## config.mk

```make
export PLATFORM = sky130hd
export DESIGN_NAME = imem_loader
export DESIGN_NICKNAME = d
export VERILOG_FILES = /design/src/rtl/imem_loader_pkg.sv /design/src/rtl/imem_loader_encoder.sv /design/src/rtl/imem_loader.sv
export SDC_FILE = /design/constraint.sdc
export NUM_CORES = 1
export LEC_CHECK = 0
export BUFFER_PORTS_ARGS = -buffer_cell sky130_fd_sc_hd__buf_2
export CELL_PAD_IN_SITES_DETAIL_PLACEMENT = 0
export CELL_PAD_IN_SITES_GLOBAL_PLACEMENT = 2
export CORE_AREA = 2 2 93 95
export DETAILED_ROUTE_END_ITERATION = 6
export DIE_AREA = 0 0 95 97
export GPL_TIMING_DRIVEN = 0
export HOLD_SLACK_MARGIN = 0.06
export PLACE_DENSITY = 0.93
export RECOVER_POWER = 25
export SETUP_SLACK_MARGIN = 0.2
export SKIP_CTS_REPAIR_TIMING = 1
export SYNTH_ARGS = -nofsm -noshare
export SYNTH_HDL_FRONTEND = slang
export SYNTH_SLANG_ARGS = --single-unit
```

## constraint.sdc

```tcl
create_clock -name CLK -period 5.3 [get_ports CLK]
set_clock_uncertainty 0.2 [all_clocks]
set_input_delay 1.06 -clock CLK [delete_from_list [all_inputs] [get_ports CLK]]
set_output_delay 1.06 -clock CLK [all_outputs]
set_load 0.05 [all_outputs]
```

## src/rtl/imem_loader_pkg.sv

```systemverilog
// Shared encodings for the instruction loader: mnemonic indices, opcodes, field positions.
// No timing or handshake of its own; used by the encoder and the loader FSM.
package imem_loader_pkg;

    localparam logic [3:0] MN_ADD  = 4'd0;
    localparam logic [3:0] MN_SUB  = 4'd1;
    localparam logic [3:0] MN_ADDI = 4'd2;
    localparam logic [3:0] MN_ORI  = 4'd3;
    localparam logic [3:0] MN_AND  = 4'd4;
    localparam logic [3:0] MN_OR   = 4'd5;
    localparam logic [3:0] MN_MOVE = 4'd6;
    localparam logic [3:0] MN_SW   = 4'd7;
    localparam logic [3:0] MN_LW   = 4'd8;
    localparam logic [3:0] MN_BEQ  = 4'd9;
    localparam logic [3:0] MN_HALT = 4'd10;

    localparam logic [5:0] OP_ADD  = 6'b000000;
    localparam logic [5:0] OP_SUB  = 6'b000010;
    localparam logic [5:0] OP_ADDI = 6'b000001;
    localparam logic [5:0] OP_ORI  = 6'b010000;
    localparam logic [5:0] OP_AND  = 6'b010001;
    localparam logic [5:0] OP_OR   = 6'b010010;
    localparam logic [5:0] OP_MOVE = 6'b100000;
    localparam logic [5:0] OP_SW   = 6'b100110;
    localparam logic [5:0] OP_LW   = 6'b100111;
    localparam logic [5:0] OP_BEQ  = 6'b110000;
    localparam logic [5:0] OP_HALT = 6'b111111;

    localparam int OP_LSB  = 26;
    localparam int RS_LSB  = 21;
    localparam int RT_LSB  = 16;
    localparam int RD_LSB  = 11;
    localparam int IMM_LSB = 0;

    localparam logic [31:0] HALT_WORD = {OP_HALT, 26'd0};

    typedef enum logic [1:0] {
        ST_IDLE,
        ST_LOAD,
        ST_HALT_PAD,
        ST_DONE
    } ld_state_t;

    function automatic logic [31:0] r_word(input logic [5:0] op, input logic [4:0] rs,
                                           input logic [4:0] rt, input logic [4:0] rd);
        logic [31:0] w;
        w = '0;
        w[OP_LSB +: 6] = op;
        w[RS_LSB +: 5] = rs;
        w[RT_LSB +: 5] = rt;
        w[RD_LSB +: 5] = rd;
        return w;
    endfunction

    function automatic logic [31:0] i_word(input logic [5:0] op, input logic [4:0] rs,
                                           input logic [4:0] rt, input logic [15:0] imm);
        logic [31:0] w;
        w = '0;
        w[OP_LSB +: 6]   = op;
        w[RS_LSB +: 5]   = rs;
        w[RT_LSB +: 5]   = rt;
        w[IMM_LSB +: 16] = imm;
        return w;
    endfunction

endpackage

```

## src/rtl/imem_loader_encoder.sv

```systemverilog
// Combinational mnemonic-to-word encoder, zero latency, no handshake.
// legal drops for indices 11-15 and the word is then forced to zero.
module insn_encoder
    import imem_loader_pkg::*;
(
    input  logic [3:0]  mnem,
    input  logic [4:0]  rs,
    input  logic [4:0]  rt,
    input  logic [4:0]  rd,
    input  logic [15:0] imm,
    output logic [31:0] word,
    output logic        legal
);

    always_comb begin
        word  = '0;
        legal = 1'b1;
        case (mnem)
            MN_ADD:  word = r_word(OP_ADD, rs, rt, rd);
            MN_SUB:  word = r_word(OP_SUB, rs, rt, rd);
            MN_AND:  word = r_word(OP_AND, rs, rt, rd);
            MN_OR:   word = r_word(OP_OR, rs, rt, rd);
            // MOVE has no second source; rt is zeroed whatever the input carries
            MN_MOVE: word = r_word(OP_MOVE, rs, 5'd0, rd);
            MN_ADDI: word = i_word(OP_ADDI, rs, rt, imm);
            MN_ORI:  word = i_word(OP_ORI, rs, rt, imm);
            MN_SW:   word = i_word(OP_SW, rs, rt, imm);
            MN_LW:   word = i_word(OP_LW, rs, rt, imm);
            MN_BEQ:  word = i_word(OP_BEQ, rs, rt, imm);
            MN_HALT: word = HALT_WORD;
            default: legal = 1'b0;
        endcase
    end

endmodule

```

## src/rtl/imem_loader.sv

```systemverilog
// Encodes symbolic instructions and writes them to instruction memory while holding the CPU.
// Write strobe 1 cycle after accept; in_ready drops when full or outside LOAD, never on in_valid.
module imem_loader
    import imem_loader_pkg::*;
#(
    parameter int DEPTH     = 64,
    parameter int ADDR_W    = 8,
    parameter bit AUTO_HALT = 1'b1
)(
    input  logic                       CLK,
    input  logic                       Reset,
    input  logic                       start,
    input  logic                       in_valid,
    output logic                       in_ready,
    input  logic [3:0]                 mnem,
    input  logic [4:0]                 rs,
    input  logic [4:0]                 rt,
    input  logic [4:0]                 rd,
    input  logic [15:0]                imm,
    input  logic                       last,
    output logic                       imem_we,
    output logic [ADDR_W-1:0]          imem_addr,
    output logic [31:0]                imem_wdata,
    output logic                       cpu_hold,
    output logic                       done,
    output logic                       err,
    output logic [$clog2(DEPTH+1)-1:0] count
);

    localparam int               CNT_W = $clog2(DEPTH + 1);
    localparam int               CAP   = DEPTH - int'(AUTO_HALT);
    localparam logic [CNT_W-1:0] CAP_C = CNT_W'(CAP);

    ld_state_t         state, state_nxt;
    logic [31:0]       enc_word;
    logic              enc_legal;
    logic              accept, legal_acc, at_cap, end_beat, skip_pad, last_halt;
    logic [CNT_W-1:0]  count_inc;
    logic [ADDR_W-1:0] word_addr;

    insn_encoder u_enc (
        .mnem  (mnem),
        .rs    (rs),
        .rt    (rt),
        .rd    (rd),
        .imm   (imm),
        .word  (enc_word),
        .legal (enc_legal)
    );

    assign accept    = in_valid && in_ready;
    assign legal_acc = accept && enc_legal;
    assign count_inc = count + CNT_W'(1);
    assign word_addr = ADDR_W'({count, 2'b00});
    assign at_cap    = legal_acc && (count_inc == CAP_C);
    assign end_beat  = accept && (last || at_cap);
    // A trailing HALT already terminates the program, so no pad is needed
    assign skip_pad  = legal_acc ? (mnem == MN_HALT) : last_halt;

    always_ff @(posedge CLK or posedge Reset) begin
        if (Reset) begin
            state <= ST_IDLE;
        end else begin
            state <= state_nxt;
        end
    end

    always_comb begin
        state_nxt = state;
        case (state)
            ST_IDLE, ST_DONE: if (start) state_nxt = ST_LOAD;
            ST_LOAD: begin
                if (end_beat) begin
                    state_nxt = (AUTO_HALT && !skip_pad) ? ST_HALT_PAD : ST_DONE;
                end
            end
            ST_HALT_PAD: state_nxt = ST_DONE;
            default:     state_nxt = ST_IDLE;
        endcase
    end

    // Release waits out the final strobe so the CPU never fetches a word still being written
    always_comb begin
        in_ready = (state == ST_LOAD) && (count < CAP_C);
        done     = (state == ST_DONE) && !imem_we;
        cpu_hold = !done;
    end

    always_ff @(posedge CLK or posedge Reset) begin
        if (Reset) begin
            imem_we    <= 1'b0;
            imem_addr  <= '0;
            imem_wdata <= '0;
            err        <= 1'b0;
            count      <= '0;
            last_halt  <= 1'b0;
        end else begin
            imem_we <= 1'b0;
            case (state)
                ST_IDLE, ST_DONE: begin
                    if (start) begin
                        count     <= '0;
                        imem_addr <= '0;
                        err       <= 1'b0;
                        last_halt <= 1'b0;
                    end
                end
                ST_LOAD: begin
                    if (accept) begin
                        if (enc_legal) begin
                            imem_we    <= 1'b1;
                            imem_addr  <= word_addr;
                            imem_wdata <= enc_word;
                            count      <= count_inc;
                            last_halt  <= (mnem == MN_HALT);
                        end
                        if (!enc_legal || (at_cap && !last)) err <= 1'b1;
                    end
                end
                ST_HALT_PAD: begin
                    imem_we    <= 1'b1;
                    imem_addr  <= word_addr;
                    imem_wdata <= HALT_WORD;
                    count      <= count_inc;
                end
                default: ;
            endcase
        end
    end

endmodule

```

# Word level (Yosys, flattened, before mapping)
# Cells that the tools add are included.
[word_totals] input_bits=40 reg_bits=52 output_inout_bits=52 wordCells=80
[classes] order_cmp=1 add_sub_neg=1 mux=28 eq_ne=19 reduce_logical=24
[ops] operator="one-hot mux 32 bit (11 select lines)" n=1
[ops] operator="2-to-1 mux 32 bit" n=2
[ops] operator="one-hot mux 32 bit (2 select lines)" n=1
[ops] operator="2-to-1 mux 8 bit" n=3
[ops] operator="one-hot mux 8 bit (3 select lines)" n=1
[ops] operator="2-to-1 mux 7 bit" n=3
[ops] operator="one-hot mux 7 bit (3 select lines)" n=1
[ops] operator="== test 4 x 3 -> 1 bit, second input constant" n=4
[ops] operator="== test 4 bit, second input constant" n=3
[ops] operator="OR reduction 11 bit" n=1
[ops] operator="2-to-1 mux 1 bit" n=10
[ops] operator="== test 4 x 2 -> 1 bit, second input constant" n=2
[ops] operator="!= test 2 bit, second input constant" n=4
[ops] operator="AND reduction 4 bit" n=2
[ops] operator="adder 7 x 1 -> 7 bit, second input constant" n=1
[ops] operator="== test 7 x 6 -> 1 bit, second input constant" n=1
[ops] operator="logical AND 1 bit" n=7
[ops] operator="less-than comparator 7 x 6 -> 1 bit, second input constant" n=1
[ops] operator="one-hot mux 1 bit (2 select lines)" n=3
[ops] operator="one-hot mux 2 bit (3 select lines)" n=1
[ops] operator="AND reduction 3 bit" n=2
[ops] operator="== test 2 bit, second input constant" n=2
[ops] operator="== test 4 x 1 -> 1 bit, second input constant" n=1
[ops] operator="zero test 1 bit" n=4
[ops] operator="other kinds (9)" n=12

# Depth between registers and ports, before layout
# Gate-level depths: netlist (run 1).
[logic_depth] depth_word=10 mapped_depth=7 ltp_nobuf=7

# Cells and area by module
# From an unflattened synthesis (run 1), not the netlist that was laid out.
[unflattened] hier_cells=319 area_unflattened_um2=2991.6
[by_module_without_submodules] mod="imem_loader" area_per_inst_um2=2361.0 seq_area_each_um2=1251.2 cells_per_inst=247 instances=1
[by_module_without_submodules] mod="insn_encoder" area_per_inst_um2=630.6 seq_area_each_um2=0.0 cells_per_inst=72 instances=1

# Worst setup path before layout (run 1)
# No wires, ideal clock.
[synth_path] kind="register to output" from="reg state[1]" to="out in_ready" arrival_time_ns=1.841 path_buffers=1 stages_incl_launch_ff=6 required_time_ns=4.040 slack_ns=2.199 cell_sequence="dfrtp_1 -> inv_1 -> ha_1 -> clkbuf_1 -> nand2b_1 -> a21oi_1"
[synth_between] elab_chain_len=2
[synth_rtl] element="start, declared" line_no="imem_loader.sv:34" text="ld_state_t state, state_nxt;"
[synth_rtl] element="start signal, assigned" line_no="imem_loader.sv:64" text="state <= state_nxt;"
[synth_rtl] element="== test 2 x 1 -> 1 bit" line_no="imem_loader.sv:84" text="in_ready = (state == ST_LOAD) && (count < CAP_C);"
[synth_rtl] element="logical AND 1 bit" line_no="imem_loader.sv:84"
[synth_rtl] element="end, declared" line_no="imem_loader.sv:14" text="output logic in_ready,"
# Every way passes these cells.

# Worst setup path after layout (run 1)
# Ends and elaborated chain as after synthesis.

==> results of run 1 <==
-- logic make-up (layout without fill, tap and decap cells) --
kind of cell	after synthesis	count (layout)	share of synthesized area (%)
multiplexers	6	6	2.65
XOR/XNOR	3	3	1.03
AO/OA/AOI/OAI	77	77	22.6
flip-flops	50	50	49.0
other	1	2	0.147
adder cells (fa/ha/maj)	5	5	2.45
buffers and inverters	29	124	5.54
AND/OR/NAND/NOR	83	83	16.6
-- cells in the final DEF, fill, tap and decap left out, drive strengths merged, types with 4 or more instances in the layout --
cell type / instances
nor2: 9
clkbuf: 15
nand2: 37
and2: 4
a22oi: 5
nor4: 4
mux2: 6
nor3b: 5
a21o: 4
a22o: 10
buf: 98
nor3: 5
a211oi: 7
a21oi: 7
inv: 11
nor2b: 4
ha: 5
dfrtp: 50
o21ai: 23
nand2b: 6
-- how the worst max path moves through the flow --
stage,cells after the start,start,slack [ns],endpoint
finish,6,state[1]$_DFFE_PP0P_,2.03,in_ready
detailed placement,6,state[1]$_DFFE_PP0P_,2.39,in_ready
floorplan,5,state[1]$_DFFE_PP0P_,2.20,in_ready
global placement,2,Reset,2.15,imem_wdata[1]$_DFFE_PP0P_
global route,6,state[1]$_DFFE_PP0P_,1.85,in_ready
CTS,6,state[1]$_DFFE_PP0P_,2.03,in_ready
-- where the power goes --
part	leakage (nW)	switching [mW]	total [mW]	internal (mW)
Sequential	0.652	0.0929	0.629	0.536
Combinational	0.918	1.02	1.40	0.378
Clock	0.0489	0.132	0.240	0.108
Total	1.62	1.25	2.27	1.02
-- layout make-up --
cell class              count  area, um^2  share of cell area [%]
multi-input cells         176        1160                    36.2
well taps                 105         131                    4.08
clock buffers               7        86.3                    2.68
plain buffers              19         104                    3.23
repair buffers             87         434                    13.5
inverters                  10        37.5                    1.17
clock inverters             1        8.76                   0.272
flip-flops and latches     50        1250                    38.9
-- per-stage QoR --
step / std cells / util, % / setup WS [ns]
2_1_floorplan: 255 / - / 2.20
3_5_place_dp: 447 / 38.6 / 2.39
5_1_grt: 455 / 39.5 / 1.85
6_report: 455 / 39.5 / 2.03
3_3_place_gp: 446 / 38.3 / 2.15
4_1_cts: 455 / 39.7 / 2.03
-- worst max-delay path, delay by kind of cell, from the launching register on --
kind / cells / cell delay [ns]
flip-flops: 1 / 0.43
buffers and inverters: 3 / 0.76
adder cells (fa/ha/maj): 1 / 0.31
AO/OA/AOI/OAI: 1 / 0.12
AND/OR/NAND/NOR: 1 / 0.09
-- flip-flops by register name, indices dropped and copies added, names as in the netlist --
register and cells:
count 7, err 1, imem_addr 6, imem_wdata 32, imem_we 1, last_halt 1
state 2
-- metal layers --
metal | vias to the layer above | global-route usage (%) | wire [um]
met2 | 70 | 23.0 | 2900
met4 | 0 | 3.46 | 46
met1 | 1043 | 17.8 | 2860
met5 | - | 0 | 0
li1 | 1091 | - | -
met3 | 5 | 4.28 | 459
==> flow_summary.yaml, run 1 <==
floorplanning:
  die-width_um: 95
  die_area_um2: 9220
  core_region_area_um2: 8130
  initial_core_util_pct: 31.4
  num_rows: 33
  die_h_um: 97
  ios: 92
yosys:
  ys_warn_count: 0
  synth.avg_cell_area_um2: 10.0
  syn-instance-count: 254
  ys_ff_latch: 50
  synth_top_area_share_pct: 49.0
  synth_edf_count: 0
  synth.distinct_cells: 52
  ys_top_cells_by_area: "dfrtp_1 49%, nand2_1 5.4%, a22o_1 3.4%"
  synth_commonest_cells: "50 x dfrtp_1, 37 x nand2_1, 15 x o21ai_0"
  yosys.cell_count.top_type: "dfrtp_1"
  ys_async_sr_fraction_pct: 100
  yosys.area.top_type: "dfrtp_1"
  ys.flop_type: "dfrtp_1"
  syn_area_um2: 2550
  seq_area_frac_synth_pct: 49.0
critical_path:
  crit_fanout: 10
  r2r_cells: 7
  worst_setup_path_end_kind: "output pin"
  cp-start-kind: "flop"
  required_ns: 4.04
  r2r-end: "count[6]$_DFFE_PP0P_"
  crit_arrival_ns: 2.01
  cp_slowest_cell: "dfrtp_1"
  crit_path_max_incr_delay_ns: 0.43
  r2r_slack_ns: 2.90
  crit_type: "reg2out"
  r2r-start: "state[0]$_DFFE_PP0P_"
  worstPathCellList: "inv_1 > ha_1 > clkbuf_1 > nand2b_1 > a21oi_1 > buf_2"
drt:
  vias: 2209
  vias_per_cell: 4.85
  drt-pass1-iter-count: 4
  routed_wl_um: 6270
  route.detailed.drc: 0
  drtIter0Drc: 67
  routedWlPerCell_um: 13.8
  postRouteAntennaNets: 0
global_route:
  grt_pass1_vias: 2206
  grt_usage_pct: 14.0
  overflow: 0
  grt_pass1_wl_um: 10500
  grt_start_max_net_pins: 27
  grt_antenna_before_repair: 0
placement:
  dpl_cell_area_um2: 3140
  port_buffers: 86
  hpwl_um: 4730
  gp_congestion: 0.842
power_and_ir_drop:
  p_leak_nw: 1.62
  finalPower_mw: 2.27
  irDropWorstVdd_mv: 0.273
  power.density_nw_per_um2: 706
cts:
  clockBufferDepth: 2
  cts.htree.levels: 2
  clk_pin_slew_ns: 0.09
  cts_tree: "built"
  clock-root-buffer: "clkbuf_8"
  clock-sinks: 50
  clock_latency_ns: 0.30
  cts_buffers: 5
timing:
  hold_viol: 0
  maxSlewHeadroom_pct: 3.97
  slew_violations: 0
  setup_tns_ns: 0
  fmax_mhz: 306
  worst_pin_slew_ns: 1.44
  min_period_over_period_pct: 61.7
  setup-violations-final: 0
  rsz0062_at_grt: "no"
  fin_hold_ws_ns: 0.281
  min_period_ns: 3.27
cells_and_area:
  finalNetCount: 394
  fillers: 831
  syn2layout_area_growth_pct: 26.0
  drive_above_1_share_pct: 33.7
  design_area_um2: 3220
  num_antenna_cells: 0
run:
  maxCapViolCount: 0
run_status:
  status: "completed"
hold_path:
  hold_start: "imem_wdata[14]$_DFFE_PP0P_"
  min_path_type: "reg2reg"
  min_path_cells: 2
  min_to: "imem_wdata[14]$_DFFE_PP0P_"
Note: power is estimated with default switching activity, not from simulation.
==> run 2, diff against run 1 <==
CORE_AREA = 2 2 103 105   (was 2 2 93 95)
DIE_AREA = 0 0 105 107   (was 0 0 95 97)
PLACE_DENSITY = 0.82   (was 0.93)
clock period = 2.65 ns   (was 5.3 ns; I/O delays follow)
==> run 2 against run 1 <==
Highest routed layer unchanged; non-clock buffer count rose by 1; largest power group unchanged; critical path type unchanged; total power rose by 100%; largest cell class unchanged; combinational power increased by 100%; cell count is 7.0% higher; sequential share of layout area down 0.84 points; register-to-register slack got worse by 2.5 ns; design area grew 2.2%; clock power increased by 89%; first-iteration DRC count shrank 45%.
==> flow_summary.yaml, run 2 (synthesis gave the netlist of run 1 again) <==
run_status:
  status: "completed"
critical_path:
  crit_arrival_ns: 1.66
  worst_setup_path_end_kind: "output pin"
  required_ns: 1.92
  r2r_slack_ns: 0.42
  r2r-start: "count[3]$_DFFE_PP0P_"
  crit_type: "reg2out"
  r2r-end: "state[0]$_DFFE_PP0P_"
  crit_path_end: "in_ready"
  cp-start-kind: "flop"
  crit_fanout: 10
  cp_slowest_cell: "dfrtp_1"
  critPathLaunch: "state[1]$_DFFE_PP0P_"
  worstPathCellList: "inv_1 > ha_4 > clkbuf_4 > nand2b_1 > a21oi_2 > clkbuf_4"
  crit_path_max_incr_delay_ns: 0.44
  r2r_cells: 6
  cpMostUsedCell: "clkbuf_4"
global_route:
  grt_usage_pct: 12.8
  grt_pass1_wl_um: 11500
  grt_pass1_vias: 2331
  grt_start_max_net_pins: 37
  grt_antenna_before_repair: 0
  overflow: 0
placement:
  place_ws_ns: 0.194
  port_buffers: 86
  hpwl_um: 5120
  placed_cells_incl_taps: 478
  gp_congestion: 0.706
drt:
  route.detailed.drc: 0
  vias_per_cell: 4.66
  postRouteAntennaNets: 0
  vias: 2269
  drt-pass1-iter-count: 4
  routedWlPerCell_um: 14.2
  routed_wl_um: 6940
  drtIter0Drc: 37
floorplanning:
  initial_core_util_pct: 25.3
  die_h_um: 107
  num_rows: 37
  die_area_um2: 11200
  ios: 92
  core_region_area_um2: 10100
  die-width_um: 105
timing:
  min_period_ns: 2.39
  min_period_over_period_pct: 90.4
  maxSlewHeadroom_pct: 44.7
  slew_violations: 0
  fmax_mhz: 418
  worst_pin_slew_ns: 0.830
  setup-violations-final: 0
  hold_viol: 0
  fin_hold_ws_ns: 0.234
  rsz0062_at_grt: "yes"
  setup_slack_ns: 0.255
cells_and_area:
  reg.largest.list: "imem_wdata x32, count x7, imem_addr x6"
  largest_reg_flops: 32
  syn2layout_area_growth_pct: 28.8
  fillers: 1127
  finalNetCount: 395
  fin_cells: 487
  postLayoutCoreUtil_pct: 32.6
  seq_area_um2: 1250
  drive_above_1_share_pct: 35.6
  layout_commonest_cell: "buf_2"
  multi_input_area_um2: 1180
  final_cell_mix: "94 x buf_2, 50 x dfrtp_1, 37 x nand2_1"
  num_antenna_cells: 0
  largest-register: "imem_wdata"
cts:
  clock-sinks: 50
  cts_buffers: 5
  clk_pin_slew_ns: 0.09
  clockBufferDepth: 2
  cts.htree.levels: 2
  clock_latency_ns: 0.30
  clock-root-buffer: "clkbuf_8"
  cts_tree: "built"
run:
  maxCapViolCount: 0
power_and_ir_drop:
  power.density_nw_per_um2: 1390
  p_leak_nw: 1.63
  irDropWorstVdd_mv: 0.656
  finalPower_mw: 4.58
hold_path:
  min_path_type: "in2reg"
-- run 2: power by group --
group / total, mW / switching [mW] / internal (mW)
clock network: 0.454 / 0.266 / 0.187
logic: 2.85 / 2.07 / 0.783
registers: 1.27 / 0.201 / 1.07
total: 4.58 / 2.54 / 2.04
-- run 2: cell type report --
cell class              instances  area share (%)
clock buffers                   6            2.21
flip-flops and latches         50            38.1
multi-input cells             176            36.0
inverters                      10            1.14
plain buffers                  19            3.35
clock inverters                 2           0.419
repair buffers                 88            13.6
well taps                     136            5.18
-- run 2: worst min path at each step --
stage | start | slack, ns | end | depth (start not counted)
3_5_place_dp | imem_wdata[30]$_DFFE_PP0P_ | 0.27 | imem_wdata[30]$_DFFE_PP0P_ | 2
4_1_cts | Reset | -0.02 | err$_DFFE_PP0P_ | 2
6_report | rt[0] | 0.23 | imem_wdata[16]$_DFFE_PP0P_ | 2
5_1_grt | rt[4] | 0.23 | imem_wdata[20]$_DFFE_PP0P_ | 2
2_1_floorplan | last_halt$_DFFE_PP0P_ | 0.29 | last_halt$_DFFE_PP0P_ | 2
3_3_place_gp | imem_wdata[14]$_DFFE_PP0P_ | 0.26 | imem_wdata[14]$_DFFE_PP0P_ | 2
-- run 2: per-layer routing --
layer	track usage, %	part of all wire [%]	vias up	wire, um
met5	0	0	-	0
met3	3.10	6.3	10	440
met1	16.3	46	1093	3180
li1	-	-	1093	-
met4	3.62	1.5	0	104
met2	21.6	46	73	3210
-- run 2: through the flow --
stage | cell area, um^2 | TNS [ns]
after floorplan | 2560 | 0
after global routing | 3290 | 0
final | 3290 | 0
after detailed placement | 3180 | 0
after global placement | 3160 | -3.01
after CTS | 3270 | -0.120
-- run 2: critical path, delay by kind of cell, from the launching register on --
family,cells,cell delay (ns)
buffers and inverters,3,0.56
flip-flops,1,0.44
AND/OR/NAND/NOR,1,0.08
adder cells (fa/ha/maj),1,0.19
AO/OA/AOI/OAI,1,0.10
==> run 3, diff against run 2 <==
CELL_PAD_IN_SITES_DETAIL_PLACEMENT = not set   (was 0)
CELL_PAD_IN_SITES_GLOBAL_PLACEMENT = not set   (was 2)
CORE_AREA = 2 2 83 85   (was 2 2 103 105)
DIE_AREA = 0 0 85 87   (was 0 0 105 107)
PLACE_DENSITY = 0.77   (was 0.82)
==> run 3 against run 2 <==
Register-to-register slack worse by 0.05 ns; critical endpoint unchanged; highest routed layer unchanged; critical path type unchanged; sequential power is essentially flat; worst hold slack got worse by 0.035 ns.
==> flow_summary.yaml, run 3 (synthesis gave the netlist of run 1 again) <==
run_status:
  status: "completed"
cts:
  clk_pin_slew_ns: 0.09
  clock_latency_ns: 0.30
  cts.htree.levels: 2
  cts_buffers: 5
  clock-root-buffer: "clkbuf_8"
  clockBufferDepth: 2
  cts_tree: "built"
  clock-sinks: 50
drt:
  drt-pass1-iter-count: 4
  vias_per_cell: 5.14
  postRouteAntennaNets: 0
  drtIter0Drc: 90
  routedWlPerCell_um: 14.1
  vias: 2209
  route.detailed.drc: 0
  routed_wl_um: 6060
timing:
  worst_pin_slew_ns: 0.885
  setup_slack_ns: 0.258
  rsz0062_at_grt: "yes"
  setup-violations-final: 0
  min_period_over_period_pct: 90.3
  slew_violations: 0
  setup_tns_ns: 0
  fmax_mhz: 418
  min_period_ns: 2.39
  hold_viol: 0
  maxSlewHeadroom_pct: 41.0
cells_and_area:
  num_antenna_cells: 0
  seq_area_um2: 1250
  finalNetCount: 394
  multi_input_area_um2: 1170
  fillers: 641
  reg.largest.list: "imem_wdata x32, count x7, imem_addr x6"
  largest_reg_flops: 32
  drive_above_1_share_pct: 35.7
  largest-register: "imem_wdata"
  layout_commonest_cell: "buf_2"
  final_cell_mix: "93 x buf_2, 50 x dfrtp_1, 37 x nand2_1"
  syn2layout_area_growth_pct: 26.0
floorplanning:
  ios: 92
  die_area_um2: 7400
  num_rows: 30
  die-width_um: 85
  initial_core_util_pct: 38.9
  core_region_area_um2: 6570
  die_h_um: 87
global_route:
  gr-usage-met1_pct: 22.3
  gr-usage-met2_pct: 27.9
  grt_start_max_net_pins: 27
  grt_util_met3_pct: 3.79
  grt_pass1_wl_um: 10100
  grt_pass1_vias: 2120
  grt_usage_pct: 16.9
  gr-max-usage-layer: "met2"
  grt_antenna_before_repair: 0
  overflow: 0
critical_path:
  crit_arrival_ns: 1.66
  cp-start-kind: "flop"
  crit_type: "reg2out"
  required_ns: 1.92
  worst_setup_path_end_kind: "output pin"
  crit_fanout: 10
power_and_ir_drop:
  p_leak_nw: 1.64
  irDropWorstVdd_mv: 0.709
  power.density_nw_per_um2: 1440
placement:
  port_buffers: 86
  hpwl_um: 4460
  gp_congestion: 0.841
  place_ws_ns: 0.297
hold_path:
  min_path_type: "in2async"
run:
  maxCapViolCount: 0
run 3: worst paths after layout:
path / depth (start not counted) / to / slack [ns] / startpoint
worst max-delay path: 6 / in_ready / 0.26 / state[1]$_DFFE_PP0P_
worst min-delay path: 2 / imem_wdata[23]$_DFFE_PP0P_ / 0.20 / Reset
worst max register to register: 6 / state[0]$_DFFE_PP0P_ / 0.37 / state[0]$_DFFE_PP0P_
worst min register to register: 2 / imem_wdata[30]$_DFFE_PP0P_ / 0.28 / imem_wdata[30]$_DFFE_PP0P_
max in group asynchronous: 3 / imem_wdata[13]$_DFFE_PP0P_ / 0.87 / Reset
min in group CLK: 2 / imem_wdata[18]$_DFFE_PP0P_ / 0.23 / rt[2]
run 3: area by class of cell:
cell class	count	share of cell area, %
sequential	50	38.9
multi-input combinational	176	36.4
timing repair buffer	87	13.6
buffer	19	3.42
tap	80	3.11
clock buffer	5	2.14
clock inverter	3	1.25
inverter	10	1.17
run 3: power by group:
group | switching, mW | internal (mW)
clock network | 0.254 | 0.278
registers | 0.181 | 1.07
logic | 2.05 | 0.777
total | 2.49 | 2.13
run 3: critical path, cell delays in order, from the launching register on:
cell	delay [ns]
dfrtp_1	0.42
inv_1	0.09
ha_2	0.27
buf_4	0.20
nand2b_1	0.08
a21oi_2	0.10
buf_4	0.20
run 3: through the flow:
step	instance area (um^2)	hold slack [ns]	util, %	power (mW)	cells
finish	3220	0.199	49.0	4.62	430
global placement	3090	0.258	47.0	4.03	421
detailed placement	3110	0.264	47.4	4.09	422
floorplan	2560	0.291	-	3.43	255
CTS	3220	0.0629	49.0	4.63	430
global route	3220	0.221	49.0	4.93	430
run 3: metal layers:
layer,wire (um),vias to the layer above
li1,-,1093
met1,2760,1046
met2,2910,64
met3,312,6
met4,73,0
met5,0,-
